File: src/rtl/multicycle_control_unit.sv
// multicycle_control_unit
//   Moore-style sequencing FSM for the RV32I multicycle datapath. Drives the
//   enables and mux selects of the shared datapath (PC, address mux, memory,
//   IR/OldPC, register file, SrcA/SrcB, ALU, result mux, ImmGen), flags
//   unsupported encodings and counts retired instructions.
//
// Ports
//   clk          in   rising-edge clock
//   reset        in   synchronous, active-low reset
//   opcode       in   IR[6:0]
//   funct3       in   IR[14:12]
//   funct7_5     in   IR[30]
//   zero         in   ALU zero flag (same cycle)
//   pc_write     out  PC register enable
//   adr_src      out  address mux: 0 = PC, 1 = result
//   mem_write    out  memory write enable
//   ir_write     out  IR / OldPC enable
//   reg_write    out  register-file write enable
//   alu_src_a    out  00 = PC, 01 = OldPC, 10 = rs1
//   alu_src_b    out  00 = rs2, 01 = imm, 10 = constant 4
//   alu_control  out  ALU operation code
//   result_src   out  00 = ALUOut, 01 = data register, 10 = ALU result
//   imm_sel      out  000 I, 001 S, 010 B, 011 J
//   illegal      out  sticky unsupported-instruction flag
//   state        out  current FSM state (debug)
//   instr_count  out  retired-instruction count, wraps modulo 2^32

module multicycle_control_unit (
    input  logic        clk,
    input  logic        reset,
    input  logic [6:0]  opcode,
    input  logic [2:0]  funct3,
    input  logic        funct7_5,
    input  logic        zero,
    output logic        pc_write,
    output logic        adr_src,
    output logic        mem_write,
    output logic        ir_write,
    output logic        reg_write,
    output logic [1:0]  alu_src_a,
    output logic [1:0]  alu_src_b,
    output logic [3:0]  alu_control,
    output logic [1:0]  result_src,
    output logic [2:0]  imm_sel,
    output logic        illegal,
    output logic [3:0]  state,
    output logic [31:0] instr_count
);

    typedef enum logic [3:0] {
        S_FETCH     = 4'd0,
        S_DECODE    = 4'd1,
        S_MEM_ADR   = 4'd2,
        S_MEM_READ  = 4'd3,
        S_MEM_WB    = 4'd4,
        S_MEM_WRITE = 4'd5,
        S_EXEC_R    = 4'd6,
        S_EXEC_I    = 4'd7,
        S_ALU_WB    = 4'd8,
        S_BRANCH    = 4'd9,
        S_JAL       = 4'd10,
        S_JALR_ADR  = 4'd11,
        S_JALR_JUMP = 4'd12,
        S_ILLEGAL   = 4'd13
    } state_t;

    localparam logic [6:0] OP_R      = 7'b0110011;
    localparam logic [6:0] OP_I      = 7'b0010011;
    localparam logic [6:0] OP_LOAD   = 7'b0000011;
    localparam logic [6:0] OP_STORE  = 7'b0100011;
    localparam logic [6:0] OP_BRANCH = 7'b1100011;
    localparam logic [6:0] OP_JAL    = 7'b1101111;
    localparam logic [6:0] OP_JALR   = 7'b1100111;

    localparam logic [3:0] ALU_ADD  = 4'b0000;
    localparam logic [3:0] ALU_SUB  = 4'b0001;
    localparam logic [3:0] ALU_AND  = 4'b0010;
    localparam logic [3:0] ALU_OR   = 4'b0011;
    localparam logic [3:0] ALU_XOR  = 4'b0100;
    localparam logic [3:0] ALU_SLL  = 4'b0101;
    localparam logic [3:0] ALU_SRL  = 4'b0110;
    localparam logic [3:0] ALU_SRA  = 4'b0111;
    localparam logic [3:0] ALU_SLT  = 4'b1000;
    localparam logic [3:0] ALU_SLTU = 4'b1001;

    state_t      r_state;
    logic        r_illegal;
    logic [31:0] r_instr_count;

    // Only R-type turns funct3=000 with IR[30] set into SUB; for I-type that
    // bit belongs to the immediate.
    function automatic logic [3:0] alu_decode(input logic [2:0] f3,
                                              input logic       f7_5,
                                              input logic       is_r);
        logic [3:0] op;
        case (f3)
            3'b000:  op = (is_r && f7_5) ? ALU_SUB : ALU_ADD;
            3'b001:  op = ALU_SLL;
            3'b010:  op = ALU_SLT;
            3'b011:  op = ALU_SLTU;
            3'b100:  op = ALU_XOR;
            3'b101:  op = f7_5 ? ALU_SRA : ALU_SRL;
            3'b110:  op = ALU_OR;
            default: op = ALU_AND;
        endcase
        return op;
    endfunction

    always_ff @(posedge clk) begin
        if (!reset) begin
            r_state       <= S_FETCH;
            r_illegal     <= 1'b0;
            r_instr_count <= '0;
        end else begin
            case (r_state)
                S_FETCH:     r_state <= S_DECODE;
                S_DECODE: begin
                    if (opcode == OP_R)
                        r_state <= S_EXEC_R;
                    else if (opcode == OP_I)
                        r_state <= S_EXEC_I;
                    else if ((opcode == OP_LOAD || opcode == OP_STORE) && funct3 == 3'b010)
                        r_state <= S_MEM_ADR;
                    else if (opcode == OP_BRANCH && funct3[2:1] == 2'b00)
                        r_state <= S_BRANCH;
                    else if (opcode == OP_JAL)
                        r_state <= S_JAL;
                    else if (opcode == OP_JALR && funct3 == 3'b000)
                        r_state <= S_JALR_ADR;
                    else begin
                        r_state   <= S_ILLEGAL;
                        r_illegal <= 1'b1;
                    end
                end
                S_MEM_ADR:   r_state <= (opcode == OP_LOAD) ? S_MEM_READ : S_MEM_WRITE;
                S_MEM_READ:  r_state <= S_MEM_WB;
                S_EXEC_R,
                S_EXEC_I,
                S_JAL,
                S_JALR_JUMP: r_state <= S_ALU_WB;
                S_JALR_ADR:  r_state <= S_JALR_JUMP;
                S_MEM_WB,
                S_MEM_WRITE,
                S_ALU_WB,
                S_BRANCH: begin
                    r_state       <= S_FETCH;
                    r_instr_count <= r_instr_count + 32'd1;
                end
                S_ILLEGAL:   r_state <= S_ILLEGAL;
                default: begin
                    r_state   <= S_ILLEGAL;
                    r_illegal <= 1'b1;
                end
            endcase
        end
    end

    always_comb begin
        pc_write    = 1'b0;
        adr_src     = 1'b0;
        mem_write   = 1'b0;
        ir_write    = 1'b0;
        reg_write   = 1'b0;
        alu_src_a   = 2'b00;
        alu_src_b   = 2'b00;
        alu_control = ALU_ADD;
        result_src  = 2'b00;
        case (r_state)
            S_FETCH: begin
                ir_write   = 1'b1;
                alu_src_b  = 2'b10;
                result_src = 2'b10;
                pc_write   = 1'b1;
            end
            S_DECODE: begin
                alu_src_a = 2'b01;
                alu_src_b = 2'b01;
            end
            S_MEM_ADR, S_JALR_ADR: begin
                alu_src_a = 2'b10;
                alu_src_b = 2'b01;
            end
            S_MEM_READ:  adr_src = 1'b1;
            S_MEM_WB: begin
                result_src = 2'b01;
                reg_write  = 1'b1;
            end
            S_MEM_WRITE: begin
                adr_src   = 1'b1;
                mem_write = 1'b1;
            end
            S_EXEC_R: begin
                alu_src_a   = 2'b10;
                alu_control = alu_decode(funct3, funct7_5, 1'b1);
            end
            S_EXEC_I: begin
                alu_src_a   = 2'b10;
                alu_src_b   = 2'b01;
                alu_control = alu_decode(funct3, funct7_5, 1'b0);
            end
            S_ALU_WB:    reg_write = 1'b1;
            S_BRANCH: begin
                alu_src_a   = 2'b10;
                alu_control = ALU_SUB;
                pc_write    = funct3[0] ? ~zero : zero;
            end
            S_JAL, S_JALR_JUMP: begin
                alu_src_a = 2'b01;
                alu_src_b = 2'b10;
                pc_write  = 1'b1;
            end
            default: ;
        endcase
        // Reset is synchronous, so gate the enables directly to keep the
        // datapath quiet for every cycle reset is held low.
        if (!reset) begin
            pc_write  = 1'b0;
            mem_write = 1'b0;
            ir_write  = 1'b0;
            reg_write = 1'b0;
        end
    end

    always_comb begin
        case (opcode)
            OP_STORE:  imm_sel = 3'b001;
            OP_BRANCH: imm_sel = 3'b010;
            OP_JAL:    imm_sel = 3'b011;
            default:   imm_sel = 3'b000;
        endcase
    end

    assign illegal     = r_illegal;
    assign state       = r_state;
    assign instr_count = r_instr_count;

endmodule

File: config.mk
export PLATFORM = sky130hd
export DESIGN_NAME = multicycle_control_unit
export DESIGN_NICKNAME = d
export VERILOG_FILES = /design/src/rtl/multicycle_control_unit.sv
export SDC_FILE = /design/constraint.sdc
export NUM_CORES = 1
export LEC_CHECK = 0
export ABC_AREA = 0
export BUFFER_PORTS_ARGS = -buffer_cell sky130_fd_sc_hd__buf_2
export CAP_MARGIN = 20
export CORE_MARGIN = 3
export CORE_UTILIZATION = 51
export CTS_CLUSTER_SIZE = 16
export DETAILED_ROUTE_END_ITERATION = 10
export PLACE_DENSITY = 0.9
export SLEW_MARGIN = 20
export SYNTH_ARGS = -nofsm -noshare
export SYNTH_HDL_FRONTEND = slang
export SYNTH_SLANG_ARGS = --single-unit
File: constraint.sdc
create_clock -name clk -period 2.18 [get_ports clk]
set_clock_uncertainty 0.1 [all_clocks]
set_input_delay 0.109 -clock clk [delete_from_list [all_inputs] [get_ports clk]]
set_output_delay 0.109 -clock clk [all_outputs]
set_load 0.02 [all_outputs]
==> results of run 1 <==
==> final cells by class <==
cell class	instances	area, µm²	area share, %
Multi-Input combinational cell	217	1440	53.16
Sequential cell	37	742.0	27.39
Timing Repair Buffer	72	372.9	13.76
Clock buffer	8	80.08	2.956
Tap cell	50	62.56	2.309
Inverter	3	11.26	0.4157
==> registers in the layout (all words and copies together), names as in the netlist <==
signal       flops
instr_count     32
state            4
illegal          1
==> worst max-delay path, cell delays in order (launching register included) <==
cell and delay, ns:
dfxtp_1 0.37, buf_4 0.19, nand2b_1 0.19, mux2_2 0.29, nor2_1 0.13, o21a_1 0.15
buf_2 0.16
==> power by group through the flow <==
stage	clock (mW)	sequential, mW	combinational, mW
global placement	0	0.795	0.738
CTS	0.463	0.783	0.756
floorplan	0	0.824	0.505
finish	0.453	0.783	0.752
global route	0.491	0.794	0.820
detailed placement	0	0.799	0.753
==> cells by family after synthesis <==
logic type               synth area share (%)
AO/OA/AOI/OAI                           7.680
adder cells (fa/ha/maj)                0.5564
XOR/XNOR                                10.18
other                                  0.1668
AND/OR/NAND/NOR                         40.07
buffers and inverters                   3.005
multiplexers                            5.398
flip-flops                              32.94
==> synthesized netlist by cell type, types with 5 or more instances <==
library cell  number  area [µm²]
xnor2_1            6       52.55
nand3_1           12       60.06
nor2_1             9       33.78
and2_1            21       131.4
xor2_1            17       148.9
nand2b_1          15       93.84
nand4_1            9       56.30
dfxtp_1           37       740.7
and3_1             6       37.54
nor2b_1            8       50.05
clkbuf_1          11       41.29
nor3_1            16       80.08
mux2i_1           11       110.1
o21ai_0            5       25.02
nor4_1             5       31.28
nand2_1           33       123.9
==> final timing paths <==
path,cells after the start,endpoint,startpoint
setup reg to reg,5,instr_count[22]$_SDFFE_PN0P_,instr_count[5]$_SDFFE_PN0P_
hold reg to reg,2,instr_count[17]$_SDFFE_PN0P_,instr_count[17]$_SDFFE_PN0P_
setup / recovery,6,pc_write,state[2]$_SDFF_PN0_
hold / removal,3,state[0]$_SDFF_PN0_,opcode[4]
==> metrics by stage <==
stage / area (µm²) / hold slack, ns / util (%) / instances
finish: 2709 / 0.08927 / 65.83 / 387
global route: 2709 / 0.1101 / 65.83 / 387
CTS: 2708 / 0.07641 / 65.80 / 387
detailed placement: 2628 / 0.3847 / 63.85 / 379
global placement: 2628 / 0.3639 / 63.85 / 379
floorplan: 2248 / 0.1614 / - / 270
==> routing by layer <==
layer | vias to the layer above | global-route usage, %
met5 | - | 0
met2 | 69 | 36.00
li1 | 1086 | -
met1 | 993 | 24.09
met4 | 0 | 5.943
met3 | 9 | 5.540
==> results.toml, run 1 <==
[final_layout]
fillCellCount = 344
num-nets-final = 351
mostFrequentLayoutCells = "buf_2, dfxtp_1, nand2_1, and2_1, xor2_1"
antennaDiodeCount = 0
area.growth.synth_to_final_pct = 20.48
layout-drive-gt1-share_pct = 26.71
final_common_cell = "buf_2"

[pwr]
cellInternalPower_mw = 1.234
power.switching_fraction_pct = 37.97
p_per_area_nw_per_um2 = 734.3
power_switching_uw = 755.3
irDropWorstVdd_v = 0.0003643
power.clock.fraction_pct = 22.8
total_power_mw = 1.989
seq_power_share_pct = 39.4
cellLeakagePower_nw = 1.364
share_comb_of_total_power_pct = 37.8

[timing]
final.min_clock_period_ns = 1.965
timing.setup.tns_ns = 0
setup_viol_count_final = 0
final_hold_viol_count = 0
timing.final.max_slew_violations = 0
setup_repair_after_global_routing_missed_its_margin = "false"
max_freq_mhz = 509.0
final.period_utilization_pct = 90.12
setup_slack_ns = 0.2154

[drt]
detailroute.wirelength.met2_um = 2545
vias = 2157
drt_first_pass_iters = 5
drt.antenna.violating_nets = 0
initialDrtViolationCount = 149
routedLengthMet1_um = 2229
finalWirelength_um = 5182
routed.top_layer = "met4"
vias_per_cell = 5.574
wl_per_cell_um = 13.39
drcViolationCount = 0
met3_length_um = 338

[cts]
cts-root-to-sink-buffers = 2
cts_setup_buffers = 0
post_cts_hold_buffer_count = 0
clock-sinks = 37
clock-root-buffer = "clkbuf_8"
htree_num_levels = 2
cts.reportedPaths.clkPinSlew_ns = 0.07
clk_latency_ns = 0.29
post_cts_resized = 0
tritoncts.num_buffers = 5
tritoncts = "built"

[die]
vertical_die_dimension_um = 72.40
fp.dieArea_um2 = 5241
core_area_um2 = 4115
initial_utilization_pct = 54.64
fp_rows = 23
ios = 69
die_w_um = 72.40

[synth]
postSynthNetCount = 285
syn_avg_cell_area_um2 = 8.327
yosysUniqueCellTypes = 48
async_reset_ff_share_pct = 0
synth_seq_area_share_pct = 32.94
mappedNetlistArea_um2 = 2248
yosysWarnings = 0
ys_dominant_reg_cell = "dfxtp_1"
ys_ff_latch = 37
post_synth_inst_count = 270
synth-edff-count = 0

[critical_path]
cp.required_ns = 1.97
endpoint_kind = "output pin"
cp_max_fo = 12
critPathArrivalTime_ns = 1.76
regToRegSetupSlack_ns = 0.26
worst-setup-path-type = "flop to output pin"
worst_setup_path_start_kind = "flop"

[global_routing]
grt_pass1_vias = 2055
grt_first_pass_wirelength_um = 8776
grt_max_degree = 28
grt-ovfl-total = 0
grtUsageTotal_pct = 20.39
antenna_found_initial = 0

[status]
status = "finished, final reports clean"

[hold_path]
hold_path_class = "primary input to flop"

[placed_design]
buffer_ports.inserted = 67
globalplace.congestion = 0.7925
dpl_worst_slack_ns = 0.1820
hpwlAfterDp_um = 3967

[run]
max-cap-violations = 0
No activity file was read; power rests on OpenSTA's default activity.
==> inputs of run 2 (changes only) <==
Clock period 2.18 ns to 2 ns, I/O delays scaled along.
==> run 2 against run 1 <==
Combinational power increased by 15%. Core utilization is 1.4 points higher. Cell area increased by 2.1%. Clock power is 20% higher. Power up 12%. Sequential share of layout area decreased by 0.56 points. Setup slack lost 0.12 ns.
==> results.toml, run 2 (same netlist as run 1, synthesis figures left out) <==
[placed_design]
hpwlAfterDp_um = 4009
globalplace.congestion = 0.8627
buffer_ports.inserted = 67

[final_layout]
area.growth.synth_to_final_pct = 22.98
num-nets-final = 356
final_common_cell = "buf_2"
antennaDiodeCount = 0
layout-drive-gt1-share_pct = 29.03
largest_reg_flops = 32
mostFrequentLayoutCells = "buf_2, dfxtp_1, nand2_1, and2_1, xor2_1"

[hold_path]
worstHoldStart = "opcode[4]"
hold_end = "state[0]$_SDFF_PN0_"
hold_depth = 3
hold_path_class = "primary input to flop"

[cts]
clock-root-buffer = "clkbuf_8"
tritoncts.num_buffers = 5
htree_num_levels = 2
post_cts_hold_buffer_count = 0
cts-root-to-sink-buffers = 2
clock-sinks = 37
cts.reportedPaths.clkPinSlew_ns = 0.07
tritoncts = "built"
clk_latency_ns = 0.30

[pwr]
p_per_area_nw_per_um2 = 807.5
cellLeakagePower_nw = 1.393
irDropWorstVdd_v = 0.0004098

[global_routing]
grt_max_degree = 32
grt-ovfl-total = 0
grt_pass1_vias = 1969
antenna_found_initial = 0
grt_first_pass_wirelength_um = 8928
grtUsageTotal_pct = 21.29

[critical_path]
critPathArrivalTime_ns = 1.70
endpoint_kind = "output pin"
critical-path-top-delay-family = "flip-flops"
max_stage_delay_ns = 0.36
cp.required_ns = 1.80
regToRegSetupSlack_ns = 0.15
worst_setup_path_start_kind = "flop"
r2r.worst_path.cells = 5
crit-reg2reg-capture = "instr_count[14]$_SDFFE_PN0P_"
crit-reg2reg-launch = "instr_count[5]$_SDFFE_PN0P_"
worst-path-buf-inv = 2
critical_path.slowest_cell = "dfxtp_1"
worst-setup-path-type = "flop to output pin"
cp_max_fo = 12
cp_cell_sequence = "buf_4 > nand2b_1 > mux2_2 > nor2_2 > o21a_1 > buf_2"

[timing]
fin_hold_ws_ns = 0.07233
max_freq_mhz = 526.3
setup_repair_after_global_routing_missed_its_margin = "false"
timing.setup.tns_ns = 0
final.min_clock_period_ns = 1.900
final_hold_viol_count = 0
final.period_utilization_pct = 95.00
setup_viol_count_final = 0
timing.final.max_slew_violations = 0

[drt]
drt_first_pass_iters = 4
initialDrtViolationCount = 105
drcViolationCount = 0
vias = 2176
wl_per_cell_um = 13.79
drt.antenna.violating_nets = 0
vias_per_cell = 5.565
finalWirelength_um = 5391

[die]
vertical_die_dimension_um = 72.40
core_area_um2 = 4115
ios = 69
initial_utilization_pct = 54.64
fp_rows = 23
die_w_um = 72.40
fp.dieArea_um2 = 5241

[run]
max-cap-violations = 0

[status]
status = "finished, final reports clean"
[run 2: metal layers]
metal  vias up  track usage (%)  share of wire (%)
met5         -                0                  0
met4         0            9.016                2.1
met3        14            4.848                6.5
met2        76            35.29                 46
met1       993            26.48                 45
li1       1093                -                  -
[run 2: per-stage QoR]
step,setup slack (ns),power [mW],std cells,area (µm²),utilization (%)
floorplan,0.1020,1.449,270,2248,-
global route,0.008915,2.351,391,2765,67.19
finish,0.1001,2.233,391,2765,67.19
global placement,0.1946,1.685,383,2658,64.58
detailed placement,0.1497,1.701,383,2658,64.58
CTS,0.03552,2.239,390,2748,66.77
[run 2: power breakdown]
| part | total, mW | internal [mW] | switching, mW |
|---|---|---|---|
| Clock | 0.542 | 0.272 | 0.269 |
| Sequential | 0.828 | 0.785 | 0.0428 |
| Combinational | 0.863 | 0.324 | 0.539 |
| Total | 2.23 | 1.38 | 0.851 |
[run 2: tightest hold or removal path: stages]
cell and delay, ns:
buf_2 0.13, nand2b_1 0.07, o311ai_0 0.10
[run 2: repair_timing]
| action | CTS | global route |
|---|---|---|
| resized for setup | 0 | 3 |
| endpoints found under the setup margin | 0 | 7 |
| setup buffers | 0 | 1 |
[run 2: cell type report]
cell class	instances	area (µm²)
Clock inverter	1	7.507
Timing Repair Buffer	77	410.4
Clock buffer	6	82.58
Tap cell	50	62.56
Multi-Input combinational cell	217	1449
Fill cell	327	1350
Sequential cell	37	742.0
Inverter	3	11.26
[run 2: worst max-delay path by stage]
stage	from	end	slack (ns)	cells after the start
2_1_floorplan	state[2]$_SDFF_PN0_	pc_write	0.10	5
3_3_place_gp	instr_count[15]$_SDFFE_PN0P_	instr_count[26]$_SDFFE_PN0P_	0.19	5
3_5_place_dp	instr_count[15]$_SDFFE_PN0P_	instr_count[26]$_SDFFE_PN0P_	0.15	5
4_1_cts	state[3]$_SDFF_PN0_	pc_write	0.04	6
5_1_grt	instr_count[5]$_SDFFE_PN0P_	instr_count[22]$_SDFFE_PN0P_	0.009	5
6_report	state[2]$_SDFF_PN0_	pc_write	0.10	6
